## src/rtl/bcd_scan_pkg.sv

```systemverilog
// Shared types, widths and helpers for the BCD display scan controller.
package bcd_scan_pkg;

  localparam int BIN_W = 6;
  localparam int BCD_W = 4;

  typedef enum logic [1:0] {
    IDLE,
    LOAD,
    CAPT,
    HOLD
  } state_t;

  // Each channel owns two consecutive slots: units (even) then tens (odd).
  function automatic int unsigned slot_to_channel(input int unsigned slot);
    return slot >> 1;
  endfunction

endpackage

```

## src/rtl/bcd_scan_timer.sv

```systemverilog
// Per-slot hold timer: counts 0..HOLD_CYC-1 while run is high, tc marks the last cycle.
module bcd_scan_timer #(
  parameter int HOLD_CYC = 50000
) (
  input  logic clk,
  input  logic rst_n,
  input  logic clear,
  input  logic run,
  output logic tc
);

  localparam int CNT_W = (HOLD_CYC > 1) ? $clog2(HOLD_CYC) : 1;
  localparam logic [CNT_W-1:0] LAST = CNT_W'(HOLD_CYC - 1);

  logic [CNT_W-1:0] cnt_q;

  always_ff @(posedge clk or negedge rst_n) begin
    if (!rst_n) begin
      cnt_q <= '0;
    end else if (clear) begin
      cnt_q <= '0;
    end else if (run) begin
      cnt_q <= (cnt_q == LAST) ? '0 : cnt_q + CNT_W'(1);
    end
  end

  assign tc = run && (cnt_q == LAST);

endmodule

```

## src/rtl/bcd_scan_ctrl.sv

```systemverilog
// Time-multiplexed 7-segment scan scheduler sharing one external binary-to-BCD converter.
// Optional leading-zero blanking of tens digits is enabled by defining BCD_SCAN_LZB_EN.
module bcd_scan_ctrl
  import bcd_scan_pkg::*;
#(
  parameter int NUM_CH        = 2,
  parameter int HOLD_CYC      = 50000,
  parameter int AN_ACTIVE_LOW = 1
) (
  input  logic                    clk,
  input  logic                    rst_n,
  input  logic                    en,
  input  logic [BIN_W*NUM_CH-1:0] val_flat,
  output logic [BIN_W-1:0]        conv_bin,
  input  logic [BCD_W-1:0]        conv_tens,
  input  logic [BCD_W-1:0]        conv_units,
  output logic [2*NUM_CH-1:0]     an,
  output logic [BCD_W-1:0]        digit,
  output logic                    frame_done
);

  localparam int AN_W   = 2 * NUM_CH;
  localparam int SLOT_W = (AN_W > 2) ? $clog2(AN_W) : 1;
  localparam int CH_W   = (NUM_CH > 1) ? $clog2(NUM_CH) : 1;
  localparam logic [SLOT_W-1:0] LAST_SLOT = SLOT_W'(AN_W - 1);
  localparam logic [AN_W-1:0]   AN_OFF    = (AN_ACTIVE_LOW != 0) ? {AN_W{1'b1}} : {AN_W{1'b0}};

  // Registered state is kept in named signals so checkers can bind to it.
  state_t            state_q, state_d;
  logic [SLOT_W-1:0] slot_q, slot_d;
  logic [BIN_W-1:0]  snap_q [NUM_CH];
  logic [BIN_W-1:0]  conv_q, conv_d;
  logic [BCD_W-1:0]  digit_q, digit_d;
  logic [AN_W-1:0]   an_q, an_d;
  logic              frame_q, frame_d;
  logic              snap_load;
  logic              lit_d;
  logic [AN_W-1:0]   onehot_d;
  logic [CH_W-1:0]   ch_idx;
  logic              hold_tc;

  assign ch_idx = CH_W'(slot_to_channel(32'(slot_q)));

  bcd_scan_timer #(
    .HOLD_CYC (HOLD_CYC)
  ) u_timer (
    .clk   (clk),
    .rst_n (rst_n),
    .clear (state_q == CAPT),
    .run   (state_q == HOLD),
    .tc    (hold_tc)
  );

  always_comb begin
    state_d   = state_q;
    slot_d    = slot_q;
    conv_d    = conv_q;
    digit_d   = digit_q;
    frame_d   = 1'b0;
    snap_load = 1'b0;
    case (state_q)
      IDLE: begin
        if (en) begin
          snap_load = 1'b1;
          slot_d    = '0;
          state_d   = LOAD;
        end
      end
      LOAD: begin
        conv_d  = snap_q[ch_idx];
        state_d = CAPT;
      end
      CAPT: begin
        // conv_bin has been stable for a full cycle, so the converter output is settled.
        digit_d = slot_q[0] ? conv_tens : conv_units;
        state_d = HOLD;
      end
      HOLD: begin
        if (hold_tc) begin
          if (!en) begin
            state_d = IDLE;
          end else if (slot_q == LAST_SLOT) begin
            frame_d   = 1'b1;
            snap_load = 1'b1;
            slot_d    = '0;
            state_d   = LOAD;
          end else begin
            slot_d  = slot_q + SLOT_W'(1);
            state_d = LOAD;
          end
        end
      end
      default: state_d = IDLE;
    endcase

    // Anodes are decoded from next state so the pins come straight from flops.
    lit_d = (state_d == HOLD);
`ifdef BCD_SCAN_LZB_EN
    if (slot_d[0] && (digit_d == '0)) begin
      lit_d = 1'b0;
    end
`endif
    onehot_d = lit_d ? (AN_W'(1) << slot_d) : '0;
    an_d     = (AN_ACTIVE_LOW != 0) ? ~onehot_d : onehot_d;
  end

  always_ff @(posedge clk or negedge rst_n) begin
    if (!rst_n) begin
      state_q <= IDLE;
      slot_q  <= '0;
      conv_q  <= '0;
      digit_q <= '0;
      an_q    <= AN_OFF;
      frame_q <= 1'b0;
      for (int c = 0; c < NUM_CH; c++) begin
        snap_q[c] <= '0;
      end
    end else begin
      state_q <= state_d;
      slot_q  <= slot_d;
      conv_q  <= conv_d;
      digit_q <= digit_d;
      an_q    <= an_d;
      frame_q <= frame_d;
      // One snapshot per frame keeps tens and units of a channel coherent.
      if (snap_load) begin
        for (int c = 0; c < NUM_CH; c++) begin
          snap_q[c] <= val_flat[c*BIN_W +: BIN_W];
        end
      end
    end
  end

  assign conv_bin   = conv_q;
  assign digit      = digit_q;
  assign an         = an_q;
  assign frame_done = frame_q;

endmodule

```

## config.mk

```make
export PLATFORM = sky130hd
export DESIGN_NAME = bcd_scan_ctrl
export DESIGN_NICKNAME = d
export VERILOG_FILES = /design/src/rtl/bcd_scan_pkg.sv /design/src/rtl/bcd_scan_timer.sv /design/src/rtl/bcd_scan_ctrl.sv
export SDC_FILE = /design/constraint.sdc
export NUM_CORES = 1
export LEC_CHECK = 0
export ABC_CLOCK_PERIOD_IN_PS = 3100
export BUFFER_PORTS_ARGS = -buffer_cell sky130_fd_sc_hd__clkbuf_2
export CORE_MARGIN = 10
export CORE_UTILIZATION = 49
export CTS_CLUSTER_DIAMETER = 30
export DETAILED_ROUTE_END_ITERATION = 10
export PLACE_DENSITY = 0.71
export SETUP_SLACK_MARGIN = 0.02
export SLEW_MARGIN = 10
export SYNTH_ARGS = -nofsm -noshare
export SYNTH_HDL_FRONTEND = slang
export SYNTH_SLANG_ARGS = --single-unit
```

## constraint.sdc

```tcl
create_clock -name clk -period 3.1 [get_ports clk]
set_clock_uncertainty 0.15 [all_clocks]
set_input_delay 0.31 -clock clk [delete_from_list [all_inputs] [get_ports clk]]
set_output_delay 0.31 -clock clk [all_outputs]
set_load 0.01 [all_outputs]
```

# == Yosys cells after proc, flatten, opt, wreduce, memory -nomap -nowiden ==
# Cells that the tools add are included.
# word_totals
register_bits,47
inputBits,23
output_inout_bits,15
word_cells,47
# classes
addsub,2
n_lt_le_gt_ge,1
n_eq_ne,6
shifts,1
n_mux,23
n_bitwise,2
reduce_logical,3
# op_table
operator,n
two-way mux 16 bit,3
two-way mux 6 bit,3
"adder 16 x 1 -> 16 bit, second input constant",1
"== test 16 bit, second input constant",1
two-way mux 2 bit,6
"== test 2 bit, second input constant",4
two-way mux 4 bit,2
case mux 2 bit (4 select lines),1
two-way mux 1 bit,6
NOT 4 bit,1
case mux 2 bit (2 select lines),1
"left shift 1 x 2 -> 4 bit, first input constant",1
"adder 2 x 1 -> 2 bit, second input constant",1
"== test 2 x 1 -> 1 bit, second input constant",1
">= comparator 2 bit, second input constant",1
zero test 2 bit,1
NOT 1 -> 2 bit,1
case mux 1 bit (2 select lines),1
nonzero test 2 bit,1
logical AND 1 bit,1

# == Longest topological paths before layout ==
# depth
word_depth,8
depth_mapped,9
mapped_depth_nobuf,8

# == Cells and area by module ==
# A second synthesis with hierarchy kept.
# hier_totals
hier_cells,212
hier_area_um2,2402.3
# by_module_without_submodules
module,instances,cells_each,area_per_inst_um2,seq_area_each_um2
bcd_scan_ctrl,1,117,1411.4,780.7
bcd_scan_timer,1,95,991.0,400.4

# == Worst setup path before layout ==
# Ideal clock, no wire load.
# synth_path
path_kind,register -> register
start,reg u_timer.cnt_q[0]
end,reg snap_q[0] (netlist bit)
setup_time_ps,125
arrival_ps,1983
t_required_ps,2825
setup_slack_ps,842
path_stages_with_launch,10
n_path_buf,3
synth_period_minus_slack_ps,2258
path_cell_list,dfrtp_1 > ha_1 > and3_1 > clkbuf_1 > and4_1 > buf_6 > nand3_1 > a21oi_2 > buf_6 > mux2_2
# synth_between
elab_chain_len,4
# synth_rtl
element,line,source
from (decl),bcd_scan_timer.sv:15,logic [CNT_W-1:0] cnt_q;
from (signal assigned),bcd_scan_timer.sv:23,cnt_q <= (cnt_q == LAST) ? '0 : cnt_q + CNT_W'(1);
== test 16 bit,bcd_scan_timer.sv:27,assign tc = run && (cnt_q == LAST);
logical AND 1 bit,bcd_scan_timer.sv:27,
two-way mux 1 bit,bcd_scan_ctrl.sv:79,if (hold_tc) begin
case mux 1 bit (2 select lines),bcd_scan_ctrl.sv:61,case (state_q)
"to (signal, indexed assignment)",bcd_scan_ctrl.sv:128,snap_q[c] <= val_flat[c*BIN_W +: BIN_W];
to (decl),bcd_scan_ctrl.sv:31,logic [BIN_W-1:0] snap_q [NUM_CH];
# Every way passes these cells.
# A chain may end at the register's enable or synchronous reset.

# == Final worst setup path ==
# layout_path
start,reg u_timer.cnt_q[0]
end,reg snap_q[6] (netlist bit)
# The elaborated chain is that of the path after synthesis.

==> metrics.csv <==
metric;value;unit
CTS tree;built;
CP arrival;2.52;ns
number of DRC markers in iteration 0;192;
number of global-route vias before repair;1790;
register area;1181;um^2
area of the multi-input gates;1095;um^2
detailed placement HPWL;3457;um
Synth Area in XOR/XNOR;0.02976;
largest family of logic cells by synthesized area;simple AND/OR/NAND/NOR gates;
Final setup viols;0;
Yosys top cell area share;0.4570;
IO Count;38;
status;complete, no violations;
Period minus WS final;2.476;ns
YS warnings;0;
die span in y;89.32;um
initial antenna violation count;0;
Power Density;419.4;nW/um^2
final WL;4708;um
Starting Density;0.5019;
clk sinks;47;
max-cap violations;0;
Compound-Gate Fraction of Synth Area;0.1142;
gr ovfl total;0;
Area Growth Syn to Fin;15.67;%
GR Util All Layers;0.1250;
global-route wire length before repair;7893;um
clk_lat worst skew;0.30;ns
DR vias;1708;
CTS Root Cell;clkbuf_8;
Final Hold Vio Count;0;
crit-path cells;ha_1, and3_1, and4_1, nand3_1, a21oi_2, buf_4, mux2_2;
critical path endpoint category;flip-flop;
core area;4692;um^2
# H-tree levels;2;
pre-CTS setup slack;0.6499;ns
CTS Buffer Depth;2;
cell taking the most area after synthesis;dfrtp_1;
post-synthesis mux area share;0.1089;
Worst-path clk slew;0.09;ns
post-synthesis sequential area ratio;0.5016;
TritonRoute pass-1 iters;4;
vias per cell;5.457;
largest net degree at the start of global routing;31;
Setup Fix Bufs, Post-CTS;0;
Pins Over Slew Limit;0;
Final ANT Viol Nets;0;
Residual DRC;0;
Reg2Reg Setup Slack;0.62;ns
most frequent cell after synthesis;dfrtp_1;
period utilization;0.7989;
Fillers;392;
Max IR drop VDD;0.3386;mV
synthesis-stage register bit count;47;
PortBufs;37;
Final Util;0.5805;
layout net count;287;
Synth Instances;217;
CTS buffer count;5;
Setup TNS;0;ns
worst-margin pin slew;0.7160;ns
die span in x;89.32;um
Startpoint Class;flip-flop;
type of the worst min-delay path;input port to flip-flop;
CP Class;flip-flop to flip-flop;
Slew HR;0.5227;
P_leak;1.305;nW
CP max stage delay;0.46;ns
CP max-delay cell;and4_1;
Final WS setup;0.6235;ns
Net Count, Synth;246;
Synth top cells by count;dfrtp_1, nor2_1, a21oi_1, mux2_2, nand2_1;
post-synthesis cell type count;45;
largest fanout on the critical path;12;
antenna diode count;0;
Synth area leaders;dfrtp_1, mux2_2, mux2i_1;
Avg Cell Area, Syn;10.85;um^2
Simple-Gate Fraction of Synth Area;0.1801;
fmax;403.8;MHz
post-route cell area;2724;um^2
CP Data Required Time;3.14;ns
async set-or-reset flop fraction in the synthesized netlist;1.000;
share of cells above drive strength 1;0.2934;
die footprint;7978;um^2
routed len/inst;15.04;um
RSZ-0062 raised after global routing;no;
Post-Syn Area;2355;um^2
top_reg_cell synth;dfrtp_1;
Core Rows;25;
number of flops mapped to enable cells by yosys;0;
Placed Area;2592;um^2
Post-Synth Adder-Cell Area;0.03188;
Placer Congestion;0.8853;
## final timing paths
kind | startpoint | endpoint | cells past startpoint
max in group asynchronous | rst_n | an[3] | 3
min in group asynchronous | rst_n | u_timer.cnt_q[13] | 2
setup / recovery | u_timer.cnt_q[0] | snap_q[6] | 7
setup reg to reg | u_timer.cnt_q[0] | snap_q[6] | 7
hold reg to reg | snap_q[11] | snap_q[11] | 1
hold / removal | val_flat[8] | snap_q[2] | 2
## per-stage QoR
step | instances | hold WS, ns | power [mW]
2_1_floorplan | 217 | -0.1356 | 0.6486
3_3_place_gp | 304 | 0.2576 | 0.6767
3_5_place_dp | 304 | 0.2547 | 0.6781
4_1_cts | 313 | 0.07298 | 1.159
5_1_grt | 313 | 0.06899 | 1.189
6_report | 313 | 0.08203 | 1.142
## placed cells by master, fill, tap and decap left out, drive strengths merged, types with 7 or more instances in the layout
| cell type | netlist | layout |
|---|---|---|
| mux2 | 13 | 13 |
| xor2 | 7 | 7 |
| nor2 | 28 | 28 |
| a21oi | 20 | 20 |
| nand2 | 12 | 12 |
| clkbuf | 5 | 43 |
| mux2i | 11 | 11 |
| dfrtp | 43 | 43 |
| o21ai | 8 | 8 |
| inv | 6 | 7 |
| nand4 | 7 | 7 |
## state kept, by name, summed over array words and instances, names as in the netlist
signal	count
u_timer.cnt_q	16
snap_q	12
conv_bin	6
an	4
digit	4
slot_q	2
state_q	2
frame_done	1
## worst max-delay path, delay by kind of cell (launching register included)
kind / cells / cell delay [ns]
adders and majority gates: 1 / 0.18
DFF: 1 / 0.41
and+or+nand+nor: 3 / 0.91
buffers and inverters: 1 / 0.21
AOI/OAI and AO/OA: 1 / 0.15
muxes: 1 / 0.35
## final cells by class
cell class / instances / share of cell area
clock buffer: 6 / 0.03032
clock inverter: 2 / 0.01424
inverter: 7 / 0.009646
multi-input combinational: 154 / 0.4019
sequential: 47 / 0.4336
tap: 54 / 0.02480
timing repair buffer: 43 / 0.08544
## metal layers
metal / wire [um] / GRT usage
met5: 0 / 0
met4: 29 / 0.04191
met3: 277 / 0.03555
met2: 2168 / 0.1954
met1: 2232 / 0.1617
## logic make-up (layout without fill, tap and decap cells)
group	count (synthesis)	count (layout)
mux	24	24
xor+xnor	8	8
fa+ha+maj	6	6
buf+inv	16	58
compound gates	39	39
flops	47	47
simple gates	77	77
## power breakdown
part | internal (mW) | leakage (nW) | switching, mW | total, mW
clock | 0.265 | 0.0618 | 0.212 | 0.477
combinational | 0.0202 | 0.665 | 0.0204 | 0.0407
sequential | 0.621 | 0.579 | 0.00408 | 0.625
total | 0.906 | 1.31 | 0.236 | 1.14
## timing repair
action / CTS / global route
resized for setup: 0 / 0
hold buffers: 1 / 0
hold endpoints to repair: 29 / 0
Power figures use the tool's default switching activity.
